===== src/rtl/bot_sysreg_hub.sv =====
// bot_sysreg_hub: system-register hub between NUM_BOTS Rojobot simulators and the
// application CPU. Each bot's register set is snapshotted on its update pulse,
// the bot is marked pending, and a round-robin interrupt with ack handshake tells
// the CPU which bot to service. The CPU reads the coherent snapshots and owns the
// per-bot motor control registers.
module bot_sysreg_hub #(
  parameter int NUM_BOTS = 4,
  parameter int DATA_W   = 8,
  parameter int BOT_W    = (NUM_BOTS > 1) ? $clog2(NUM_BOTS) : 1,
  parameter int ADDR_W   = BOT_W + 3
) (
  input  logic                          clk,
  input  logic                          reset,
  input  logic [NUM_BOTS*6*DATA_W-1:0]  bot_regs,
  input  logic [NUM_BOTS-1:0]           bot_upd,
  output logic [NUM_BOTS*DATA_W-1:0]    MotCtl_out,
  input  logic [ADDR_W-1:0]             cpu_addr,
  input  logic                          cpu_rd,
  input  logic                          cpu_wr,
  input  logic [DATA_W-1:0]             cpu_wdata,
  output logic [DATA_W-1:0]             cpu_rdata,
  output logic                          irq,
  output logic [BOT_W-1:0]              irq_bot,
  input  logic                          irq_ack
);

  localparam int NUM_REGS = 6;
  localparam int OVR_W    = 8;

  localparam logic [2:0] REG_MOTCTL = 3'd0;
  localparam logic [2:0] REG_OVR    = 3'd6;
  localparam logic [2:0] REG_STATUS = 3'd7;

  typedef enum logic [1:0] {
    ST_IDLE,
    ST_ASSERT,
    ST_GAP
  } irq_state_e;

  // Snapshot, pending and overrun state per bot
  logic [DATA_W-1:0] snap_q  [NUM_BOTS][NUM_REGS];
  logic [DATA_W-1:0] snap_d  [NUM_BOTS][NUM_REGS];
  logic [NUM_BOTS-1:0] pending_q, pending_d;
  logic [OVR_W-1:0]  ovr_q   [NUM_BOTS];
  logic [OVR_W-1:0]  ovr_d   [NUM_BOTS];
  logic [DATA_W-1:0] motctl_q[NUM_BOTS];
  logic [DATA_W-1:0] motctl_d[NUM_BOTS];
  logic [DATA_W-1:0] rdata_q, rdata_d;

  // Interrupt FSM state
  irq_state_e        state_q, state_d;
  logic [BOT_W-1:0]  irq_bot_q, irq_bot_d;
  logic [BOT_W-1:0]  last_q, last_d;

  // CPU address decode
  logic [BOT_W-1:0]  cpu_bot;
  logic [2:0]        cpu_reg;
  logic              cpu_bot_ok;
  logic              ack;
  logic [NUM_BOTS-1:0] in_svc;

  assign cpu_bot    = cpu_addr[ADDR_W-1:3];
  assign cpu_reg    = cpu_addr[2:0];
  assign cpu_bot_ok = (int'(cpu_bot) < NUM_BOTS);
  // An ack only means something while the interrupt is actually raised.
  assign ack        = irq_ack && (state_q == ST_ASSERT);

  assign irq       = (state_q == ST_ASSERT);
  assign irq_bot   = irq_bot_q;
  assign cpu_rdata = rdata_q;

  // Which bot (if any) the CPU is currently servicing
  always_comb begin
    in_svc = '0;
    for (int b = 0; b < NUM_BOTS; b++) begin
      in_svc[b] = (state_q == ST_ASSERT) && (irq_bot_q == BOT_W'(b));
    end
  end

  // Flatten the motor control registers onto the output bus
  always_comb begin
    MotCtl_out = '0;
    for (int b = 0; b < NUM_BOTS; b++) begin
      MotCtl_out[b*DATA_W +: DATA_W] = motctl_q[b];
    end
  end

  // Snapshot capture, pending set/clear and overrun counting
  always_comb begin
    // NOTE: every combinational output gets a default first, so no path leaves it unassigned and no latch is inferred.
    snap_d    = snap_q;
    pending_d = pending_q;
    ovr_d     = ovr_q;
    for (int b = 0; b < NUM_BOTS; b++) begin
      if (bot_upd[b]) begin
        if (in_svc[b] && !ack) begin
          // Bot under service: snapshot frozen, update lost.
          if (ovr_q[b] != '1) ovr_d[b] = ovr_q[b] + OVR_W'(1);
        end else begin
          for (int r = 0; r < NUM_REGS; r++) begin
            snap_d[b][r] = bot_regs[(b*NUM_REGS+r)*DATA_W +: DATA_W];
          end
          // Overwriting an unserviced snapshot counts as an overrun; re-arming
          // on the ack cycle does not.
          if (pending_q[b] && !in_svc[b] && (ovr_q[b] != '1)) begin
            ovr_d[b] = ovr_q[b] + OVR_W'(1);
          end
          pending_d[b] = 1'b1;
        end
      end else if (in_svc[b] && ack) begin
        pending_d[b] = 1'b0;
      end
      // CPU clear takes priority over a same-cycle increment.
      if (cpu_wr && cpu_bot_ok && (cpu_reg == REG_OVR) && (int'(cpu_bot) == b)) begin
        ovr_d[b] = '0;
      end
    end
  end

  // CPU writes to the motor control registers
  always_comb begin
    motctl_d = motctl_q;
    if (cpu_wr && cpu_bot_ok && (cpu_reg == REG_MOTCTL)) begin
      motctl_d[cpu_bot] = cpu_wdata;
    end
  end

  // CPU read mux; data is registered and held between reads
  always_comb begin
    rdata_d = rdata_q;
    if (cpu_rd) begin
      rdata_d = '0;
      if (cpu_bot_ok) begin
        case (cpu_reg)
          REG_OVR:    rdata_d = DATA_W'(ovr_q[cpu_bot]);
          REG_STATUS: rdata_d = {{(DATA_W-2){1'b0}}, in_svc[cpu_bot], pending_q[cpu_bot]};
          default:    rdata_d = snap_q[cpu_bot][cpu_reg];
        endcase
      end
    end
  end

  // Interrupt FSM next state: round-robin select, hold until ack, one idle gap
  always_comb begin
    logic             found;
    int               cand;
    logic [BOT_W-1:0] cand_idx;
    state_d   = state_q;
    irq_bot_d = irq_bot_q;
    last_d    = last_q;
    found     = 1'b0;
    cand      = 0;
    cand_idx  = '0;
    case (state_q)
      ST_IDLE: begin
        for (int i = 1; i <= NUM_BOTS; i++) begin
          cand     = (int'(last_q) + i) % NUM_BOTS;
          cand_idx = BOT_W'(cand);
          if (!found && pending_q[cand_idx]) begin
            found     = 1'b1;
            irq_bot_d = cand_idx;
          end
        end
        if (found) state_d = ST_ASSERT;
      end
      ST_ASSERT: begin
        if (irq_ack) begin
          last_d  = irq_bot_q;
          state_d = ST_GAP;
        end
      end
      ST_GAP:  state_d = ST_IDLE;
      default: state_d = ST_IDLE;
    endcase
  end

  // State registers
  always_ff @(posedge clk or posedge reset) begin
    // NOTE: sequential state uses non-blocking assignments so every register samples pre-edge values.
    if (reset) begin
      // NOTE: the snapshot array is small and architecturally visible, so it is reset like any other register.
      for (int b = 0; b < NUM_BOTS; b++) begin
        for (int r = 0; r < NUM_REGS; r++) snap_q[b][r] <= '0;
        ovr_q[b]    <= '0;
        motctl_q[b] <= '0;
      end
      pending_q <= '0;
      rdata_q   <= '0;
      state_q   <= ST_IDLE;
      irq_bot_q <= '0;
      last_q    <= BOT_W'(NUM_BOTS - 1);
    end else begin
      snap_q    <= snap_d;
      ovr_q     <= ovr_d;
      motctl_q  <= motctl_d;
      pending_q <= pending_d;
      rdata_q   <= rdata_d;
      state_q   <= state_d;
      irq_bot_q <= irq_bot_d;
      last_q    <= last_d;
    end
  end

endmodule


===== config.mk =====
export PLATFORM = sky130hd
export DESIGN_NAME = bot_sysreg_hub
export DESIGN_NICKNAME = d
export VERILOG_FILES = /design/src/rtl/bot_sysreg_hub.sv
export SDC_FILE = /design/constraint.sdc
export NUM_CORES = 1
export LEC_CHECK = 0
export CAP_MARGIN = 20
export CORE_ASPECT_RATIO = 1.5
export CORE_MARGIN = 3
export CORE_UTILIZATION = 52
export DETAILED_ROUTE_END_ITERATION = 8
export GPL_TIMING_DRIVEN = 0
export PLACE_DENSITY_LB_ADDON = 0.15
export SYNTH_ARGS = -nofsm -noshare
export SYNTH_HDL_FRONTEND = slang
export SYNTH_SLANG_ARGS = --single-unit

===== constraint.sdc =====
create_clock -name clk -period 11.8 [get_ports clk]
set_input_delay 2.36 -clock clk [delete_from_list [all_inputs] [get_ports clk]]
set_output_delay 2.36 -clock clk [all_outputs]
set_load 0.01 [all_outputs]

**Yosys cells after proc, flatten, opt, wreduce, memory -nomap -nowiden**

Index checks and enable logic that the tools add are counted.

- Register bits: 274
- Input port bits: 214
- Output and inout bits: 43
- Logic and storage cells: 228

- $add $sub $neg: 8
- Order comparisons: 8
- Equality and inequality tests: 23
- Mux-type cells: 72
- Bitwise gates (word level): 6
- Reductions and logical operators: 71

Operators by type and width:

| kind | number |
|---|---|
| $mux 8 | 25 |
| $bmux 48 s2 | 1 |
| $mux 48 | 2 |
| $add 8x1->8 const B | 4 |
| $bwmux 32 | 1 |
| $ne 8x8->1 const B | 4 |
| $logic_and 1x1->1 | 31 |
| $mux 1 | 26 |
| $bmux 8 s3 | 1 |
| $reduce_and 2->1 | 11 |
| $bmux 8 s2 | 1 |
| $demux 8 s2 | 1 |
| $pmux 8 s2 | 1 |
| $reduce_bool 2->1 | 8 |
| $lt 2x3->1 const B | 5 |
| $bmux 1 s2 | 6 |
| $mux 2 | 6 |
| $ne 3x1->1 const B | 4 |
| $reduce_and 3->1 | 4 |
| $reduce_bool 3->1 | 4 |
| $ne 2x2->1 const B | 5 |
| $eq 2x2->1 const B | 4 |
| $logic_not 1->1 | 8 |
| $eq 2x1->1 const B | 3 |
| 14 further kinds | 22 |

**Logic depth before layout (Yosys ltp)**

- Depth in word-level cells: 19
- Mapped depth: 8
- Gate-level depth less buffers: 5

**Worst setup path after synthesis**

OpenSTA, ideal clock, no wires.

- Path type: in2reg
- From: in cpu_addr[4]
- To: reg motctl_q (netlist bit MotCtl_out[24])
- Library setup time: 0.125 ns
- Arrival: 3.633 ns
- Path slack: 8.042 ns
- Stages: 6
- Path buffers: 4
- Path through: buf_4 buf_6 buf_4 buf_4 nand4_1 mux2_2

- Cells in the longest elaborated chain, start to end: 6
- Elaborated cells between the ends (all ways): 7
- Those cells by class: order compare (2); mux (3); bitwise (1); reduce/logical (1)

RTL lines:

| element | line | source |
|---|---|---|
| from (decl) | 17 | `input logic [ADDR_W-1:0] cpu_addr,` |
| $not 2->3 (not written as such) * | 124 | `motctl_d[cpu_bot] = cpu_wdata;` |
| $ge 3x3->1 (not written as such) / $lt 3x1->1 (equally long branches) | 124 |  |
| $logic_and 1x1->1 (not written as such) | 124 |  |
| $mux 8 (not written as such) | 124 |  |
| $demux 8 s2 * | 124 |  |
| $bwmux 32 * | 124 |  |
| to (signal assigned) | 195 | `motctl_q <= motctl_d;` |
| to (decl) | 46 | `logic [DATA_W-1:0] motctl_q[NUM_BOTS];` |

Every way passes the cells marked *; elsewhere a longest branch is shown, timed or not.
A chain may end at the register's enable or synchronous reset.

**Final worst setup path**

- From: in cpu_addr[3]
- To: reg motctl_q (netlist bit MotCtl_out[25])

Same word-level chain as after synthesis.

==> summary.md <==
| Metric | Value |
|---|---|
| VDD IR-drop max | `0.000132 V` |
| RSZ-0062 raised after global routing | `no` |
| Grt total ovfl | `0` |
| Final GP Congestion | `0.908` |
| Vias/cell | `5.81` |
| Most common cell in the netlist | `dfrtp_1` |
| Max clock buf depth | `3` |
| Fmax | `0.227 GHz` |
| Core area | `24,500 µm²` |
| Top_reg_cell synth | `dfrtp_1` |
| Clock-pin slew on the worst setup and hold paths | `0.06 ns` |
| Root Buffer | `clkbuf_16` |
| Post-DP HPWL | `26,900 µm` |
| Critical path class | `input pin to flip-flop` |
| Die X | `135 µm` |
| Fin cells | `1,583` |
| Leak | `7.07 nW` |
| Worst min path class | `flip-flop to flip-flop` |
| Area Growth Syn to Fin | `29.8%` |
| Post-synth top cells | `272 x dfrtp_1, 225 x mux2_2, 56 x nand2_1` |
| Total global-route track usage | `26.2%` |
| PnR worst setup slack | `7.40 ns` |
| Reg area | `6860 µm²` |
| CP Max Fanout | `10` |
| Clk_skew | `0.0133 ns` |
| Initial core utilization | `53.3%` |
| Initial antenna violation count | `4` |
| Post-Place Worst Slack | `6.82 ns` |
| CTS buffer count | `27` |
| Tmin final | `4.40 ns` |
| Crit path arrival time | `4.82 ns` |
| Slew headroom | `48.6%` |
| Die Y | `200 µm` |
| Total power | `2.90 mW` |
| FP Rows | `70` |
| Area leader, netlist | `dfrtp_1` |
| Worst Path Required | `12.23 ns` |
| Largest net degree at the start of global routing | `112` |
| I/O Pins | `257` |
| Proportion of layout cells with a drive suffix above 1 | `29.3%` |
| DR iter-0 viols | `588` |
| Die Footprint | `27,100 µm²` |
| EDFF count, synth | `0` |
| Worst Max-Slew Pin Slew | `0.770 ns` |
| Footprint of the multi-input gates | `5810 µm²` |
| Top cells by area, synth | `dfrtp_1 52%, mux2_2 19%, mux4_2 7.8%` |
| DRC | `0` |
| Final Core Density | `69.2%` |
| Status | `complete, no violations` |
| Yosys top cell area share | `52.1%` |
| Total length of routed wires | `35,800 µm` |
| Final hold violations | `0` |
| Worst Hold Depth | `1` |
| CTS sink cnt | `274` |
| Worst-Skew Late Latency | `0.55 ns` |
| Syn avg cell area | `13.8 µm²` |
| Max-slew violations | `0` |
| First-pass GRT wire length | `54,700 µm` |
| CTS tree | `yes` |
| DP Cell Count | `1,529` |
| Pwr Density | `171 nW/µm²` |
| Fill count | `1,834` |
| R2R depth | `5` |
| Fin crit share | `37.3%` |
| Synth async-reset ratio | `100%` |
| Setup-failing EPs final | `0` |
| Synthesis warning total | `0` |
| CP startpoint kind | `input pin` |
| FF+latch count, synth | `274` |
| Cell Area, Synth | `13,100 µm²` |
| Post-CTS Resized | `0` |
| Post-route antenna net violation count | `0` |
| Syn Nets | `1,168` |
| Cts hold-fix bufs | `0` |
| Post-CTS setup buffer count | `0` |
| Synth unique cells | `60` |
| Final setup TNS | `0 ns` |
| Setup crit end kind | `flip-flop` |
| Max Cap Viol | `0` |
| PortBufs | `253` |
| Vias in the first global route | `9,643` |
| Register area share after synthesis | `52.5%` |
| Number of H-tree levels | `1` |
| Routed len/inst | `22.6 µm` |
| Final nets | `1,452` |
| Gate count of the mapped netlist | `950` |
| Drt first pass iters | `7` |
| Vias | `9,204` |
path summary, 6_finish.rpt:
path | from | endpoint | slack, ns
worst max-delay path | cpu_addr[3] | MotCtl_out[25] | 7.40
worst min-delay path | snap_q[90] | snap_q[90] | 0.50
worst max register to register | state_q[1] | snap_q[6] | 9.38
worst min register to register | snap_q[90] | snap_q[90] | 0.50
max in group asynchronous | reset | snap_q[161] | 8.16
min in group asynchronous | reset | snap_q[36] | 2.35
cell type report:
class,count,share of cell area (%)
antenna,4,0.0590
buffer,56,2.02
clock buffer,40,4.62
clock inverter,10,0.568
inverter,16,0.398
multi-input combinational,604,34.3
sequential,274,40.4
tap,324,2.39
timing repair buffer,255,15.3
cell families (layout without fill, tap and decap cells):
group	count (synthesis)	in the layout	synth area share [%]
compound gates	106	106	5.47
xor+xnor	3	3	0.201
fa+ha+maj	4	4	0.383
buf+inv	72	377	3.08
flops	274	274	52.5
mux	323	323	31.2
other cells	0	4	0
simple gates	168	168	7.18
metrics by stage:
step / instance area, µm² / hold slack (ns)
final: 17000 / 0.502
after global routing: 17000 / 0.516
after CTS: 17000 / 0.502
after detailed placement: 16100 / 0.488
after global placement: 16000 / 0.481
after floorplan: 13100 / 0.474
flip-flops by register name, summed over array words and instances (netlist names):
register    count
pending_q       4
irq_bot         2
last_q          2
ovr_q          32
MotCtl_out     32
state_q         2
snap_q        192
cpu_rdata       8
cells in the final DEF (no fill, tap or decap), types with 8 or more instances in the layout:
master           instances
nor2_1                   9
mux4_2                  45
nand2b_1                16
clkdlybuf4s50_1        253
mux2_2                 225
o21ai_0                 15
nand2_1                 56
buf_2                   21
o22ai_1                  9
inv_1                   12
nor3_1                   9
buf_4                   12
o31ai_1                 12
a21oi_1                 25
nor4_1                   8
buf_6                    8
dfrtp_1                272
clkbuf_16               27
mux2i_1                 52
a21o_1                   8
clkbuf_1                21
nand3_1                 18
or4_1                   11
layer usage:
layer / vias to the layer above / track usage, % / share of wire, %
li1: 4118 / - / -
met1: 4678 / 32.1 / 37
met2: 350 / 46.5 / 53
met3: 58 / 5.05 / 6.8
met4: 0 / 8.14 / 2.7
met5: - / 0 / 0
worst max-delay path: stages:
cell and delay [ns]:
clkdlybuf4s50_1 0.56, buf_6 0.23, buf_4 0.25, buf_2 0.32
nand4_1 0.58, mux2_2 0.49
where the power goes:
part / leakage (nW) / internal [mW] / switching, mW
logic: 3.38 / 0.437 / 0.318
clock network: 0.425 / 0.485 / 0.369
registers: 3.26 / 1.14 / 0.150
total: 7.07 / 2.06 / 0.838
Note: power is estimated with default switching activity, not from simulation.
